==> config.mk <==
export PLATFORM = sky130hd
export DESIGN_NAME = pb_sr_debounce
export DESIGN_NICKNAME = d
export VERILOG_FILES = /design/src/rtl/pb_sr_debounce.sv
export SDC_FILE = /design/constraint.sdc
export NUM_CORES = 1
export LEC_CHECK = 0
export ABC_CLOCK_PERIOD_IN_PS = 3000
export CAP_MARGIN = 10
export CORE_MARGIN = 3
export CORE_UTILIZATION = 50
export DETAILED_ROUTE_END_ITERATION = 6
export PLACE_DENSITY = 0.83
export RECOVER_POWER = 25
export SLEW_MARGIN = 40
export SYNTH_ARGS = -nofsm -noshare
export SYNTH_HDL_FRONTEND = slang
export SYNTH_SLANG_ARGS = --single-unit
==> constraint.sdc <==
create_clock -name clk -period 3 [get_ports clk]
set_input_delay 0.45 -clock clk [delete_from_list [all_inputs] [get_ports clk]]
set_output_delay 0.45 -clock clk [all_outputs]
set_load 0.005 [all_outputs]
==> src/rtl/pb_sr_debounce.sv <==
// pb_sr_debounce: synchronizes and debounces two active-low push buttons into clean s/r pulses and levels
// Optional feature macro: PB_RELEASE_PULSE_EN enables the s_rel/r_rel release pulses.
module pb_sr_debounce #(
    parameter int DB_CYCLES = 16,
    parameter int CNT_W     = 5
) (
    input  logic clk,
    input  logic rst_n,
    input  logic set_btn_n,
    input  logic rst_btn_n,
    output logic s,
    output logic r,
    output logic s_lvl,
    output logic r_lvl,
    output logic s_rel,
    output logic r_rel
);
    localparam logic [1:0] RELEASED     = 2'd0;
    localparam logic [1:0] PRESS_WAIT   = 2'd1;
    localparam logic [1:0] PRESSED      = 2'd2;
    localparam logic [1:0] RELEASE_WAIT = 2'd3;
    localparam logic [CNT_W-1:0] CNT_LAST = CNT_W'(DB_CYCLES - 1);

    logic [1:0] btn_n;
    logic [1:0] press_pulse;
    logic [1:0] rel_pulse;
    logic [1:0] lvl;

    assign btn_n = {rst_btn_n, set_btn_n};

    for (genvar c = 0; c < 2; c++) begin : g_ch
        logic             sync1_q, sync2_q, pressed;
        logic [1:0]       state_q, state_d;
        logic [CNT_W-1:0] cnt_q, cnt_d;
        logic             lvl_q, lvl_d, press_q, press_d;

        // two-flop synchronizer, reset to released so reset exit never looks like a press
        always_ff @(posedge clk or negedge rst_n) begin
            if (!rst_n) begin
                sync1_q <= 1'b1;
                sync2_q <= 1'b1;
            end else begin
                sync1_q <= btn_n[c];
                sync2_q <= sync1_q;
            end
        end

        assign pressed = ~sync2_q;

        // debounce FSM: a level change is accepted after DB_CYCLES further stable samples
        always_comb begin
            state_d = state_q;
            cnt_d   = cnt_q;
            case (state_q)
                RELEASED: begin
                    if (pressed) begin
                        state_d = PRESS_WAIT;
                        cnt_d   = '0;
                    end
                end
                PRESS_WAIT: begin
                    if (!pressed)
                        state_d = RELEASED;
                    else if (cnt_q == CNT_LAST)
                        state_d = PRESSED;
                    else
                        cnt_d = cnt_q + 1'b1;
                end
                PRESSED: begin
                    if (!pressed) begin
                        state_d = RELEASE_WAIT;
                        cnt_d   = '0;
                    end
                end
                default: begin
                    if (pressed)
                        state_d = PRESSED;
                    else if (cnt_q == CNT_LAST)
                        state_d = RELEASED;
                    else
                        cnt_d = cnt_q + 1'b1;
                end
            endcase
        end

        assign press_d = (state_q == PRESS_WAIT) && (state_d == PRESSED);
        assign lvl_d   = (state_d == PRESSED) || (state_d == RELEASE_WAIT);

        // FSM state, counter, registered level and press pulse
        always_ff @(posedge clk or negedge rst_n) begin
            if (!rst_n) begin
                state_q <= RELEASED;
                cnt_q   <= '0;
                lvl_q   <= 1'b0;
                press_q <= 1'b0;
            end else begin
                state_q <= state_d;
                cnt_q   <= cnt_d;
                lvl_q   <= lvl_d;
                press_q <= press_d;
            end
        end

        assign press_pulse[c] = press_q;
        assign lvl[c]         = lvl_q;

`ifdef PB_RELEASE_PULSE_EN
        logic rel_q, rel_d;

        assign rel_d = (state_q == RELEASE_WAIT) && (state_d == RELEASED);

        // registered release pulse, aligned with the level falling
        always_ff @(posedge clk or negedge rst_n) begin
            if (!rst_n)
                rel_q <= 1'b0;
            else
                rel_q <= rel_d;
        end

        assign rel_pulse[c] = rel_q;
`else
        assign rel_pulse[c] = 1'b0;
`endif
    end

    assign s     = press_pulse[0];
    assign r     = press_pulse[1];
    assign s_lvl = lvl[0];
    assign r_lvl = lvl[1];
    assign s_rel = rel_pulse[0];
    assign r_rel = rel_pulse[1];
endmodule

# After elaboration in Yosys (flattened, before gate mapping)
# Cells that the tools add are included.
word_totals:
  ram_bits: 0
  mem_count: 0
  elab_cells: 66
  output_inout_bits: 6
  mem_bits_ro: 0
  inputBits: 4
  latchBits: 0
  reg_bits: 22
classes:
  bitwise: 0
  order_cmp: 0
  shift: 0
  n_reduce_logical: 10
  n_mul: 0
  div_mod_pow: 0
  n_mux: 26
  n_eq_ne: 16
  add_sub_neg: 2
ops:
  columns: ["operator", "count"]
  rows:
  - ["5-bit two-way mux", 10]
  - ["5-bit one-hot mux with 3 select lines", 2]
  - ["2-bit two-way mux", 12]
  - ["2-bit == test (second input constant)", 6]
  - ["2-bit != test (second input constant)", 6]
  - ["2-bit one-hot mux with 3 select lines", 2]
  - ["5-bit by 1-bit adder with 5-bit output (second input constant)", 2]
  - ["5-bit by 4-bit == test with 1-bit output (second input constant)", 2]
  - ["4-bit AND reduction", 2]
  - ["3-bit nonzero test", 2]
  - ["2-bit by 1-bit == test with 1-bit output (second input constant)", 2]
  - ["2-bit zero test", 2]
  - ["1-bit logical AND", 2]
  - ["1-bit logical OR", 2]

# Logic depth before layout (Yosys ltp)
depth:
  ltp_word: 6
  mapped_depth: 7
  mapped_depth_nobuf: 7

# Least setup slack after synthesis
# OpenSTA, ideal clock, no wires.
synth_path:
  path_kind: "register to register"
  startpoint: "reg g_ch[1].cnt_q[0]"
  endpoint: "reg g_ch[1].cnt_q[3]"
  required_ns: 2.923
  n_path_buf: 0
  arrival_ns: 1.737
  stages_incl_launch_ff: 7
  setup_time_ns: 0.077
  setup_slack_ns: 1.185
  path_cell_list: "dfrtp_1 -> ha_1 -> and3_1 -> ha_1 -> and2_1 -> or4_1 -> a21oi_1"
synth_between:
  elab_chain_cells: 4
  elab_cells_between_ends: 6
  classes_between: "1 x add/sub; 1 x eq/ne; 4 x mux"
synth_lines:
  columns: ["element", "line_no", "source"]
  rows:
  - ["start, declared", "34", "logic [CNT_W-1:0] cnt_q, cnt_d;"]
  - ["start signal, assigned", "98", "cnt_q <= cnt_d;"]
  - ["5-bit by 1-bit adder with 5-bit output or 5-bit by 4-bit == test with 1-bit output (tied branches)", null, null]
  - ["5-bit two-way mux *", "64, 78", null]
  - ["5-bit two-way mux (on tied branches)", "76, 62", null]
  - ["5-bit one-hot mux with 3 select lines *", "54", "case (state_q)"]
# Every way passes the cells marked *; elsewhere a longest branch is shown, timed or not. The select of a mux whose other input is x is not followed.
# A chain may end at the register's enable or synchronous reset.

# Worst setup path in the final report
# Same ends and word-level chain as after synthesis.

==> summary.txt <==
OUTCOME
----------------------------------------------------------------------------------------
Run status ................................................................ complete, no violations

FINISH
----------------------------------------------------------------------------------------
Area added between synthesis and finish ...................................        11.7%
Number of diodes ..........................................................            0
Net count, final ..........................................................          104
Layout cell share with drive strength beyond 1 ............................        9.47%

GLOBAL ROUTE
----------------------------------------------------------------------------------------
Antenna violations before repair ..........................................            0
Maximum number of pins on one net before global-route repair ..............           22
GRT Total Usage ...........................................................        13.9%
Total congestion overflow after global routing ............................            0
Via count of the first global-routing pass ................................          633
Wire length of the first global-routing pass ..............................      2.64 mm

FLOORPLAN
----------------------------------------------------------------------------------------
Number of placement rows ..................................................           14
Height of the die .........................................................      49.1 um
Top Ports .................................................................           10
Core area .................................................................  0.00163 mm2
Die width .................................................................      49.1 um
Area of the die ...........................................................  0.00241 mm2
Starting Density ..........................................................        57.1%

SYNTH
----------------------------------------------------------------------------------------
Top cell types by occurrence after synthesis .............................. dfrtp_1 (17), o21ai_0 (12), nand2_1 (8)
Area share of the leading cell type in the synthesized netlist ............        45.8%
Distinct cells, synth .....................................................           21
Number of instances in the synthesized netlist ............................           85
Share of synthesized area occupied by flip-flops and latches ..............        57.1%
Mapped cell area ..........................................................      930 um2
Top FF cell, synth ........................................................      dfrtp_1
Most common cell in the netlist ...........................................      dfrtp_1
Yosys warning count .......................................................            0
Cell taking the most area after synthesis .................................      dfrtp_1
Number of enable-type register cells in the synthesized netlist ...........            0
Share of synthesized flip-flops with an asynchronous set or reset .........         100%
Top area cells in the synthesized netlist ................................. dfrtp_1 (46%), dfstp_2 (11%), o21ai_0 (6.5%), ha_1 (5.4%), nand2b_1 (4.0%)
Per-instance average area after synthesis .................................     10.9 um2
Synthesized flop and latch total ..........................................           21

STA
----------------------------------------------------------------------------------------
Tmin final ................................................................      1.96 ns
Slew headroom .............................................................        29.2%
Worst setup margin ........................................................      1.04 ns
Post-route fraction of the period consumed by the critical path ...........        65.4%
Sum of negative setup slack ...............................................         0 ns
Unrepaired setup endpoints after global routing ...........................           no
Upper clock frequency limit ...............................................    0.510 GHz
Worst clock skew ..........................................................   0.00288 ns
Number of failing setup endpoints in the final timing report ..............            0
Tightest Pin Transition ...................................................      1.06 ns
Hold violation total from the final report ................................            0
Number of slew-limit violations in the final report .......................            0

CLOCK TREE
----------------------------------------------------------------------------------------
Number of buffers inserted to repair setup after CTS ......................            0
Buffer levels on the longest clock path ...................................            2
Htree depth ...............................................................            1
Hold buffer count at CTS ..................................................            0
Root Buffer Master ........................................................     clkbuf_4
Number of buffers created by CTS ..........................................            3
Reg clk slew, reported paths ..............................................      0.11 ns
Post-cts gate resize count ................................................            0
CTS Sinks .................................................................           21
Clock tree from TritonCTS .................................................         done
Clock latency on the worst-skew pair ......................................      0.29 ns

PLACE
----------------------------------------------------------------------------------------
Total half-perimeter wirelength after legalization and detailed placement .      1.06 mm
Placer congestion estimate ................................................        0.686
# port buffers ............................................................            7
Placement-stage worst setup slack .........................................      1.07 ns

ROUTING
----------------------------------------------------------------------------------------
DR vias/cell ..............................................................         5.31
Number of DRC violations after detailed-routing iteration 0 ...............           19
Routed wire per std cell ..................................................      11.8 um
Routed Antenna Nets .......................................................            0
Count of TritonRoute iterations in the first routing pass .................            4
Routed via count ..........................................................          632
Total wirelength of the detailed-routed design ............................      1.40 mm
Number of DRC violations after detailed routing ...........................            0

WORST SETUP PATH
----------------------------------------------------------------------------------------
Critical Path Most Common Cell ............................................         ha_1
Max stage delay on crit path ..............................................      0.51 ns
Arrival time of data at the critical path endpoint ........................      2.18 ns
Critical path, cell by cell ............................................... ha_1, and3_1, ha_1, and2_1, or4_1, a21oi_1
Critical path data required time ..........................................      3.22 ns
Critical Path Sink Type ...................................................    flip-flop
Crit Path Category ........................................................ flip-flop to flip-flop
Crit-path slowest cell ....................................................        or4_1
Type of element launching the critical path ...............................    flip-flop
Maximum net fanout on the critical path ...................................            4

PWR
----------------------------------------------------------------------------------------
Leakage dissipation .......................................................     0.460 nW
Power density over the cells ..............................................   465 mW/mm2
Maximum VDD drop ..........................................................       382 uV

FLOW RUN
----------------------------------------------------------------------------------------
Maxcap violations .........................................................            0

WORST HOLD PATH
----------------------------------------------------------------------------------------
Worst hold path class ..................................................... input pin to asynchronous set/reset pin

## placed cells by master, fill, tap and decap left out
cell / instances
dfrtp_1: 17
o21ai_0: 12
nand2_1: 8
nand2b_1: 6
clkdlybuf4s50_1: 6
inv_1: 5
nand3_1: 4
ha_1: 4
dfstp_2: 4
or4b_1: 3
a21oi_1: 3
clkbuf_4: 3
xor2_2: 2
and3_1: 2
nor3_1: 2
and2_1: 2
o31ai_1: 2
or4_1: 2
nor2_1: 2
conb_1: 2
clkbuf_1: 2
o21ai_1: 1
o32ai_1: 1
## worst max-delay path: cells and delay by family (launching register included)
family	cells	cell delay, ns
compound gates	1	0.15
flops	1	0.42
fa+ha+maj	2	0.43
simple gates	3	0.90
## final timing paths
| check | start | to | slack [ns] | cells past startpoint |
|---|---|---|---|---|
| max in group asynchronous | rst_n | g_ch[1].state_q[0] | 2.04 | 1 |
| worst max register to register | g_ch[1].cnt_q[0] | g_ch[1].cnt_q[3] | 1.04 | 6 |
| worst min-delay path | rst_n | g_ch[0].cnt_q[3] | 0.32 | 1 |
| worst min register to register | g_ch[1].sync1_q | g_ch[1].sync2_q | 0.36 | 0 |
| worst max-delay path | g_ch[1].cnt_q[0] | g_ch[1].cnt_q[3] | 1.04 | 6 |
| min in group clk | g_ch[1].sync1_q | g_ch[1].sync2_q | 0.36 | 0 |
## metrics by stage
| step | cell area, um2 | util, % | hold slack (ns) | power, mW | std cells |
|---|---|---|---|---|---|
| CTS | 1040 | 63.8 | 0.0997 | 0.493 | 119 |
| floorplan | 933 | - | 0.154 | 0.347 | 86 |
| finish | 1040 | 63.7 | 0.317 | 0.483 | 119 |
| global route | 1040 | 63.7 | 0.373 | 0.512 | 119 |
| global placement | 1020 | 62.5 | 0.351 | 0.361 | 115 |
| detailed placement | 1010 | 62.2 | 0.347 | 0.363 | 115 |
## routing by layer
metal  vias to the layer above  part of all wire [%]  global-route usage, %
li1                        314                     -                      -
met1                       305                    45                   18.1
met4                         0                  0.85                   5.69
met2                        11                    50                   23.2
met5                         -                     0                      0
met3                         2                   3.3                   1.83
## area by class of cell
| cell class | instances | area [um2] |
|---|---|---|
| clock buffers | 4 | 26.3 |
| repair buffers | 7 | 63.8 |
| fillers | 120 | 591 |
| flip-flops and latches | 21 | 531 |
| inverters | 5 | 18.8 |
| well taps | 24 | 30.0 |
| multi-input cells | 58 | 369 |
## power breakdown
| group | leakage, nW | switching, mW | internal [mW] |
|---|---|---|---|
| clock network | 0.0150 | 0.0751 | 0.0516 |
| logic | 0.175 | 0.0213 | 0.0163 |
| registers | 0.270 | 0.0168 | 0.302 |
| total | 0.460 | 0.113 | 0.370 |
## cells by family (layout without fill, tap and decap cells)
kind of cell	Yosys count	count (layout)	synth area share (%)
simple gates	31	31	18.8
other cells	1	2	0.403
xor+xnor	2	2	3.50
compound gates	19	19	11.2
flops	21	21	57.1
fa+ha+maj	4	4	5.38
buf+inv	7	16	3.63
## state kept, by name, indices dropped and copies added, names as in the netlist
name          flops
g_ch.sync2_q      2
r                 1
r_lvl             1
g_ch.state_q      3
g_ch.cnt_q       10
g_ch.sync1_q      2
s                 1
s_lvl             1
No activity file was read; power rests on OpenSTA's default activity.
